==> config.mk <==
export PLATFORM = sky130hd
export DESIGN_NAME = eic_priority_arbiter
export DESIGN_NICKNAME = d
export VERILOG_FILES = /design/src/rtl/eic_arb_pkg.sv /design/src/rtl/eic_priority_encoder.sv /design/src/rtl/eic_priority_arbiter.sv
export SDC_FILE = /design/constraint.sdc
export NUM_CORES = 1
export LEC_CHECK = 0
export ABC_AREA = 1
export CAP_MARGIN = 20
export CORE_MARGIN = 4
export CORE_UTILIZATION = 43
export DETAILED_ROUTE_END_ITERATION = 10
export GPL_ROUTABILITY_DRIVEN = 0
export PLACE_DENSITY = 0.79
export SLEW_MARGIN = 0
export SYNTH_ARGS = -nofsm -noshare
export SYNTH_HDL_FRONTEND = slang
export SYNTH_SLANG_ARGS = --single-unit
==> constraint.sdc <==
create_clock -name Sys_Clock -period 1.4 [get_ports Sys_Clock]
set_input_delay 0.35 -clock Sys_Clock [delete_from_list [all_inputs] [get_ports Sys_Clock]]
set_output_delay 0.35 -clock Sys_Clock [all_outputs]
set_load 0.01 [all_outputs]
==> src/rtl/eic_arb_pkg.sv <==
// Shared constants for the EIC interrupt arbiter: default sizing, FSM
// state encodings and the fixed ID reported for the urgent source.
package eic_arb_pkg;

  localparam int unsigned DEF_NUM_SRC = 8;
  localparam int unsigned DEF_ID_W    = 3;

  localparam logic [1:0] ST_IDLE    = 2'd0;
  localparam logic [1:0] ST_REQ     = 2'd1;
  localparam logic [1:0] ST_HOLDOFF = 2'd2;

  localparam int unsigned URGENT_ID = 0;

endpackage

==> src/rtl/eic_priority_encoder.sv <==
// Combinational find-first-set: reports the lowest set index of req_i.
module eic_priority_encoder #(
  parameter int unsigned NUM_SRC = 8,
  parameter int unsigned ID_W    = 3
) (
  input  logic [NUM_SRC-1:0] req_i,
  output logic               found_c_o,
  output logic [ID_W-1:0]    idx_c_o
);

  // Scan high to low so the lowest set index is the last one written.
  always_comb begin
    found_c_o = |req_i;
    idx_c_o   = '0;
    for (int i = int'(NUM_SRC) - 1; i >= 0; i--) begin
      if (req_i[i]) idx_c_o = ID_W'(i);
    end
  end

endmodule

==> src/rtl/eic_priority_arbiter.sv <==
// Shares the processor EIC interrupt channel between NUM_SRC edge-triggered
// sources plus one urgent source, with fixed priority and a req/ack handshake.
module eic_priority_arbiter
  import eic_arb_pkg::*;
#(
  parameter int unsigned NUM_SRC = DEF_NUM_SRC,
  parameter int unsigned ID_W    = DEF_ID_W
) (
  input  logic               Sys_Clock,
  input  logic               Sys_Reset,
  input  logic [NUM_SRC-1:0] Src_IntReq,
  input  logic               Urgent_Req,
  input  logic [NUM_SRC-1:0] Int_Enable,
  input  logic               Global_En,
  input  logic [NUM_SRC-1:0] Pend_Clear,
  output logic [NUM_SRC-1:0] Pending,
  output logic               Urgent_Pending,
  output logic               EIC_IntReq,
  output logic [ID_W-1:0]    EIC_IntId,
  output logic               EIC_IntUrgent,
  input  logic               EIC_IntAck
);

  logic [1:0]         state_q, state_d;
  logic               req_q, req_d;
  logic [ID_W-1:0]    id_q, id_d;
  logic               urg_q, urg_d;
  logic [NUM_SRC-1:0] pend_q, pend_d;
  logic               upend_q, upend_d;
  logic [NUM_SRC-1:0] prev_q;
  logic               uprev_q;

  logic [NUM_SRC-1:0] set_c, elig_c, win_oh_c, ack_clr_c;
  logic               uset_c, ack_c, win_elig_c;
  logic               enc_found_c;
  logic [ID_W-1:0]    enc_idx_c;

  assign set_c  = Src_IntReq & ~prev_q;
  assign uset_c = Urgent_Req & ~uprev_q;
  assign elig_c = pend_q & Int_Enable & {NUM_SRC{Global_En}};
  assign ack_c  = (state_q == ST_REQ) && EIC_IntAck;

  // One-hot view of the latched winner, used for ack clear and withdraw check.
  always_comb begin
    win_oh_c = '0;
    for (int i = 0; i < int'(NUM_SRC); i++) begin
      win_oh_c[i] = (id_q == ID_W'(i));
    end
  end

  assign ack_clr_c  = (ack_c && !urg_q) ? win_oh_c : '0;
  assign win_elig_c = urg_q ? upend_q : |(elig_c & win_oh_c);

  // A new edge beats any clear landing in the same cycle.
  assign pend_d  = set_c | (pend_q & ~(Pend_Clear | ack_clr_c));
  assign upend_d = uset_c | (upend_q & ~(ack_c && urg_q));

  eic_priority_encoder #(
    .NUM_SRC (NUM_SRC),
    .ID_W    (ID_W)
  ) u_enc (
    .req_i     (elig_c),
    .found_c_o (enc_found_c),
    .idx_c_o   (enc_idx_c)
  );

  always_comb begin
    state_d = state_q;
    req_d   = req_q;
    id_d    = id_q;
    urg_d   = urg_q;
    case (state_q)
      ST_IDLE: begin
        if (upend_q) begin
          state_d = ST_REQ;
          req_d   = 1'b1;
          id_d    = ID_W'(URGENT_ID);
          urg_d   = 1'b1;
        end else if (enc_found_c) begin
          state_d = ST_REQ;
          req_d   = 1'b1;
          id_d    = enc_idx_c;
          urg_d   = 1'b0;
        end
      end
      ST_REQ: begin
        if (EIC_IntAck) begin
          state_d = ST_HOLDOFF;
          req_d   = 1'b0;
        end else if (!win_elig_c) begin
          state_d = ST_IDLE;
          req_d   = 1'b0;
        end
      end
      ST_HOLDOFF: begin
        state_d = ST_IDLE;
        req_d   = 1'b0;
      end
      default: begin
        state_d = ST_IDLE;
        req_d   = 1'b0;
      end
    endcase
  end

  always_ff @(posedge Sys_Clock) begin
    if (Sys_Reset) begin
      state_q <= ST_IDLE;
      req_q   <= 1'b0;
      id_q    <= '0;
      urg_q   <= 1'b0;
      pend_q  <= '0;
      upend_q <= 1'b0;
      prev_q  <= '0;
      uprev_q <= 1'b0;
    end else begin
      state_q <= state_d;
      req_q   <= req_d;
      id_q    <= id_d;
      urg_q   <= urg_d;
      pend_q  <= pend_d;
      upend_q <= upend_d;
      prev_q  <= Src_IntReq;
      uprev_q <= Urgent_Req;
    end
  end

  assign Pending        = pend_q;
  assign Urgent_Pending = upend_q;
  assign EIC_IntReq     = req_q;
  assign EIC_IntId      = id_q;
  assign EIC_IntUrgent  = urg_q;

endmodule

==> results.py, run 1 <==
metrics = {
    "run_status": {
        "outcome": "finished, final reports clean",
    },
    "cells_and_area": {
        "stdcell_area_um2": 1700,
        "fin_cells": 253,
        "area_delta_synth_final_pct": 51.1,
        "nets": 253,
        "fillCellCount": 213,
        "antennaDiodeCount": 0,
        "drive_above_1_share_pct": 17.9,
    },
    "yosys": {
        "synth_area_leaders": "dfxtp_1, nor2_1, nand2_1",
        "ys_seq_area_share_pct": 42.6,
        "yosys.area_share.adder_pct": 0,
        "ys_warn_count": 0,
        "muxShareOfSynthArea_pct": 0,
        "synth_largest_area_cell": "dfxtp_1",
        "synth_top_family_by_area": "simple AND/OR/NAND/NOR gates",
        "synthXorXnorAreaFrac_pct": 0,
        "syn_avg_cell_area_um2": 6.79,
        "synth_compound_area_share_pct": 12.1,
        "netlist_area_um2": 1130,
        "ys_ff_latch": 24,
        "syn_nets": 195,
        "ys_types": 21,
        "synthCells": 166,
        "synth-simple-area-share_pct": 35.6,
        "synth.top_cell.area_share_pct": 42.6,
    },
    "detailed_routing": {
        "vias": 1294,
        "drt-met1-wl_mm": 1.25,
        "drc": 0,
        "dr_wl_met3_um": 222,
        "viasPerCell": 5.11,
        "antenna_left": 0,
        "wl_met2_mm": 1.59,
        "dr.first_iter.drc_count": 52,
        "wl_mm": 3.11,
        "firstDrtPassIters": 4,
        "highest_layer": "met4",
        "wl_per_cell_um": 12.3,
    },
    "clocking": {
        "clock_latency_ns": 0.31,
        "numCtsBuffers": 3,
        "cts_max_path_buffers": 2,
        "clock_sinks": 24,
        "clockRootBuffer": "clkbuf_4",
        "cts_tree": "built",
        "htreeDepth": 1,
        "path_clk_slew_ns": 0.13,
    },
    "setup_path": {
        "path_delay_family": "flip-flops",
        "reg2reg_depth": 10,
        "critPathRequiredTime_ns": 1.05,
        "crit_fanout": 5,
        "max_stage_delay_ns": 0.41,
        "crit_chain": "dlygate4sd2_1",
        "slowest_stage": "dfxtp_2",
        "cp_num_buf_inv": 1,
        "cp_num_cells": 1,
        "crit_arrival_ns": 1.01,
        "critPathLaunchType": "register",
        "cp-end-kind": "primary output",
        "worstSetupPathType": "register to primary output",
    },
    "placement": {
        "port_buffers": 42,
        "place.detailed.hpwl_mm": 2.41,
        "place.detailed.instances": 247,
        "pre_cts_ws_ns": -0.411,
        "placed_cell_area_um2": 1660,
    },
    "power_and_ir_drop": {
        "switching_power_uw": 471,
        "cellLeakagePower_nw": 0.859,
        "p_per_area_nw_per_um2": 935,
        "pwr-share-clk_pct": 22.9,
        "p_sw_share_pct": 29.6,
        "irDropWorstVdd_uv": 704,
        "power_frac_seq_pct": 48.8,
        "combPwrFrac_pct": 28.3,
        "internal_power_mw": 1.12,
    },
    "global_routing": {
        "antenna_found_initial": 0,
        "grt_pass1_vias": 1213,
        "gr-usage-all-layers_pct": 18.2,
        "grt_pass1_wl_mm": 4.91,
        "grt_overflow_total": 0,
        "grt_max_degree": 14,
    },
    "floorplanning": {
        "die_h_um": 59.2,
        "io_pins": 43,
        "die_w_um": 59.2,
        "design.die.area_um2": 3500,
        "core_um2": 2500,
        "rows": 18,
        "start_util_pct": 45.1,
    },
    "sta": {
        "finalClockSkew_ns": 0.00264,
        "max-slew-margin-rel_pct": 83.9,
        "worst_slew_pin_slew_ns": 0.240,
        "worst_slack_ns": 0.0442,
        "rsz0062_at_grt": "no",
        "drv_slew": 0,
        "finalHoldViolations": 0,
        "fin_crit_ns": 1.36,
        "finalCritPeriodShare_pct": 96.8,
        "holdWs_ns": 0.440,
        "setup_viol": 0,
        "fmax_mhz": 738,
    },
    "min_path": {
        "hp-class": "register to register",
        "holdPathStages": 1,
    },
    "run": {
        "drv_cap": 0,
    },
}
what timing repair did:
action	4_1_cts	5_1_grt
hold buffers	0	0
gates cloned	1	0
endpoints found under the setup margin	18	1
buffers inserted	0	1
resized for setup	22	3
pin swaps	0	1
cell usage in the layout, fill, tap and decap left out, types with 2 or more instances in the layout:
master           netlist  routed
a21oi_1               16      16
buf_4                  0      12
clkbuf_4               0       3
clkdlybuf4s50_1        0      27
dfxtp_1               24      18
dfxtp_2                0       6
dlygate4sd2_1          0      15
inv_1                 22      21
inv_2                  2       3
nand2_1               32      32
nand2_2                2       2
nand3_1                8       8
nand3_2                5       5
nor2_1                37      35
nor2_2                 1       3
nor3_1                 2       2
o21ai_0                3       3
o22ai_1                3       3
flip-flops by register name, summed over array words and instances, names as in the netlist:
signal / count
EIC_IntReq: 1
EIC_IntId: 3
Pending: 8
state_q: 1
Urgent_Pending: 1
prev_q: 8
EIC_IntUrgent: 1
uprev_q: 1
through the flow:
stage | utilization (%) | TNS, ns | power [mW]
floorplan | - | 0 | 0.999
global route | 68.1 | 0 | 1.67
finish | 68.1 | 0 | 1.59
detailed placement | 66.3 | -2.49 | 1.24
global placement | 66.3 | -2.17 | 1.23
CTS | 67.6 | 0 | 1.59
power groups by stage:
stage,clock network (mW),logic (mW),registers [mW]
4_1_cts,0.373,0.437,0.775
2_1_floorplan,0,0.191,0.808
6_report,0.365,0.451,0.777
5_1_grt,0.393,0.493,0.785
3_5_place_dp,0,0.457,0.788
3_3_place_gp,0,0.446,0.786
worst paths after layout:
| kind | from | endpoint | slack [ns] |
|---|---|---|---|
| setup reg to reg | EIC_IntId[1] | EIC_IntReq | 0.11 |
| hold / removal | prev_q[4] | Pending[4] | 0.44 |
| setup / recovery | EIC_IntId[2] | EIC_IntId[2] | 0.04 |
| hold reg to reg | prev_q[4] | Pending[4] | 0.44 |
per-layer routing:
layer | up-vias | global-route usage, %
li1 | 636 | -
met1 | 589 | 21.0
met2 | 60 | 33.5
met3 | 9 | 2.61
met4 | 0 | 6.15
met5 | - | 0
area by class of cell:
type	count	area, um2	share of cell area [%]
clock buffer	4	36.3	2.13
multi-input combinational	115	543	31.9
tap	30	37.5	2.20
timing repair buffer	56	508	29.8
inverter	24	90.1	5.29
sequential	24	488	28.7
kinds of logic after synthesis:
kind of cell           after synthesis
AOI/OAI and AO/OA                   25
DFF                                 24
buffers and inverters               27
and+or+nand+nor                     90
cells in the mapped netlist:
master and number:
nor4_1 1, nand2_4 1, inv_2 2, nor2_2 1, nand2_2 2, nand3_2 5, o21ai_2 1, nor3_1 2
buf_6 1, dfxtp_1 24, a21oi_2 1, nand3_1 8, o21ai_0 3, a21oi_1 16, o22ai_1 3, nand2_1 32
o21ai_1 1, nand2b_1 1, inv_1 22, nor2_1 37, clkbuf_1 2
Power figures use the tool's default switching activity.
==> run 2: changes to the inputs <==
--- a/config.mk
+++ b/config.mk
@@ -5,13 +5,14 @@
 export SDC_FILE = /design/constraint.sdc
 export NUM_CORES = 1
 export LEC_CHECK = 0
-export ABC_AREA = 1
+export ABC_AREA = 0
 export CAP_MARGIN = 20
 export CORE_MARGIN = 4
-export CORE_UTILIZATION = 43
+export CORE_UTILIZATION = 42
+export CTS_BUF_LIST = sky130_fd_sc_hd__clkbuf_4 sky130_fd_sc_hd__clkbuf_8 sky130_fd_sc_hd__clkbuf_16
 export DETAILED_ROUTE_END_ITERATION = 10
 export GPL_ROUTABILITY_DRIVEN = 0
-export PLACE_DENSITY = 0.79
+export PLACE_DENSITY = 0.78
 export SLEW_MARGIN = 0
 export SYNTH_ARGS = -nofsm -noshare
 export SYNTH_HDL_FRONTEND = slang
==> results.py, run 2 <==
metrics = {
    "power_and_ir_drop": {
        "cellLeakagePower_nw": 0.891,
        "p_total_mw": 1.79,
        "irDropWorstVdd_uv": 891,
        "power_frac_seq_pct": 44.1,
        "pwr-share-clk_pct": 22.2,
        "p_per_area_nw_per_um2": 866,
        "internal_power_mw": 1.21,
        "p_sw_share_pct": 32.2,
        "switching_power_uw": 577,
        "combPwrFrac_pct": 33.7,
    },
    "cells_and_area": {
        "drive_above_1_share_pct": 45.5,
        "stdcell_area_um2": 2070,
        "antennaDiodeCount": 0,
        "nets": 232,
        "final_cell_mix": "buf_4, clkdlybuf4s50_1, dlygate4sd2_1, inv_1",
        "area_delta_synth_final_pct": 90.3,
        "final_util_pct": 83.4,
        "final_common_cell": "buf_4",
    },
    "floorplanning": {
        "start_util_pct": 43.8,
        "die_w_um": 58.9,
        "core_um2": 2480,
        "io_pins": 43,
        "die_h_um": 58.9,
        "rows": 18,
        "design.die.area_um2": 3460,
    },
    "min_path": {
        "holdPathStages": 1,
        "hp-class": "register to register",
    },
    "global_routing": {
        "use_met2_pct": 39.0,
        "gr-usage-met1_pct": 30.3,
        "grt_max_degree": 14,
        "busiest_layer": "met2",
        "grt_pass1_wl_mm": 6.38,
        "grt_overflow_total": 0,
        "antenna_found_initial": 0,
        "gr-usage-all-layers_pct": 24.8,
        "grt_pass1_vias": 1369,
        "grt_use_met3_pct": 4.39,
    },
    "setup_path": {
        "crit_arrival_ns": 1.83,
        "cp-end-kind": "register",
        "worstSetupPathType": "register to register",
        "rrSetupSlack_ns": -0.21,
        "critPathRequiredTime_ns": 1.62,
        "crit_fanout": 2,
        "critPathLaunchType": "register",
        "reg2reg_depth": 4,
    },
    "detailed_routing": {
        "viasPerCell": 5.94,
        "wl_per_cell_um": 20.5,
        "firstDrtPassIters": 6,
        "dr.first_iter.drc_count": 114,
        "drc": 0,
        "antenna_left": 0,
        "vias": 1378,
        "wl_mm": 4.77,
    },
    "sta": {
        "max-slew-margin-rel_pct": 72.0,
        "fin_setup_tns_ns": -0.459,
        "drv_slew": 0,
        "worst_slew_pin_slew_ns": 0.419,
        "fmax_mhz": 622,
        "finalClockSkew_ns": 0.0162,
        "setup_viol": 9,
        "worst_slack_ns": -0.208,
        "rsz0062_at_grt": "yes",
        "finalHoldViolations": 0,
        "fin_crit_ns": 1.61,
        "finalCritPeriodShare_pct": 115,
    },
    "placement": {
        "placed_cell_area_um2": 1760,
        "port_buffers": 42,
        "place.detailed.hpwl_mm": 2.87,
        "pre_cts_ws_ns": -0.592,
    },
    "yosys": {
        "synth_common_cells": "dfxtp_1, inv_1, nor2_1",
        "synth_largest_area_cell": "dfxtp_1",
        "post-synth-top-count-cell": "dfxtp_1",
        "ys_ff_latch": 24,
        "ys_types": 35,
        "synth_edf_count": 0,
        "yosys_most_used_dff": "dfxtp_1",
        "async_flop_share_pct": 0,
        "syn_nets": 152,
        "synth_area_leaders": "dfxtp_1, inv_1, o311ai_0",
        "netlist_area_um2": 1090,
        "ys_warn_count": 0,
        "synth.top_cell.area_share_pct": 44.2,
        "ys_seq_area_share_pct": 44.2,
        "synthCells": 123,
        "syn_avg_cell_area_um2": 8.83,
    },
    "clocking": {
        "clock_sinks": 24,
        "clockRootBuffer": "clkbuf_4",
        "cts_tree": "built",
        "htreeDepth": 1,
        "clock_latency_ns": 0.35,
        "numCtsBuffers": 3,
        "path_clk_slew_ns": 0.15,
        "cts_max_path_buffers": 2,
        "cts_hold_buffers": 0,
    },
    "run": {
        "drv_cap": 0,
    },
    "run_status": {
        "violations": "setup timing",
        "outcome": "finished, violations left",
    },
}
==> run 2: what timing repair did <==
item                                    in CTS  in global routing
hold endpoints to repair                     0                  0
buffers inserted                             3                  4
endpoints found under the setup margin      27                 24
pin swaps                                   11                  8
cloned                                       0                  0
resized for setup                           71                 38
==> run 2: cell families (layout without fill, tap and decap cells) <==
kind of cell,count (synthesis),in the layout,share of synthesized area (%)
AND/OR/NAND/NOR,44,44,21.5
AO/OA/AOI/OAI,38,38,26.6
flip-flops,24,24,44.2
buffers and inverters,16,95,5.53
multiplexers,1,1,2.07
==> run 2: routing by layer <==
layer,vias up,wire [um]
li1,611,-
met1,652,1820
met2,94,2380
met3,21,347
met4,0,217
met5,-,0
==> run 2: metrics by stage <==
stage / hold slack (ns) / std cells
2_1_floorplan: 0.399 / 123
6_report: 0.414 / 232
3_3_place_gp: 0.404 / 222
5_1_grt: 0.421 / 232
3_5_place_dp: 0.417 / 222
4_1_cts: 0.428 / 229
==> run 2: worst paths after layout <==
check | startpoint | endpoint
setup reg to reg | Pending[7] | EIC_IntReq
hold / removal | prev_q[0] | Pending[0]
hold reg to reg | prev_q[0] | Pending[0]
setup / recovery | Pending[7] | EIC_IntReq
==> run 2: area by class of cell <==
class	count	area, um2
Timing Repair Buffer	78	666
Inverter	13	48.8
Clock buffer	4	36.3
Tap cell	30	37.5
Fill cell	158	410
Multi-Input combinational cell	83	771
Sequential cell	24	508
==> run 2: power groups by stage <==
| stage | registers [mW] | logic (mW) | clock network [mW] |
|---|---|---|---|
| global route | 0.796 | 0.631 | 0.421 |
| finish | 0.790 | 0.604 | 0.397 |
| detailed placement | 0.789 | 0.454 | 0 |
| floorplan | 0.800 | 0.155 | 0 |
| global placement | 0.787 | 0.439 | 0 |
| CTS | 0.784 | 0.482 | 0.379 |
==> run 2: worst max-delay path, cell delays in order, from the launching register on <==
cell	delay [ns]
dfxtp_2	0.36
and2_4	0.16
mux4_2	0.48
a2111oi_4	0.33
o22ai_1	0.15
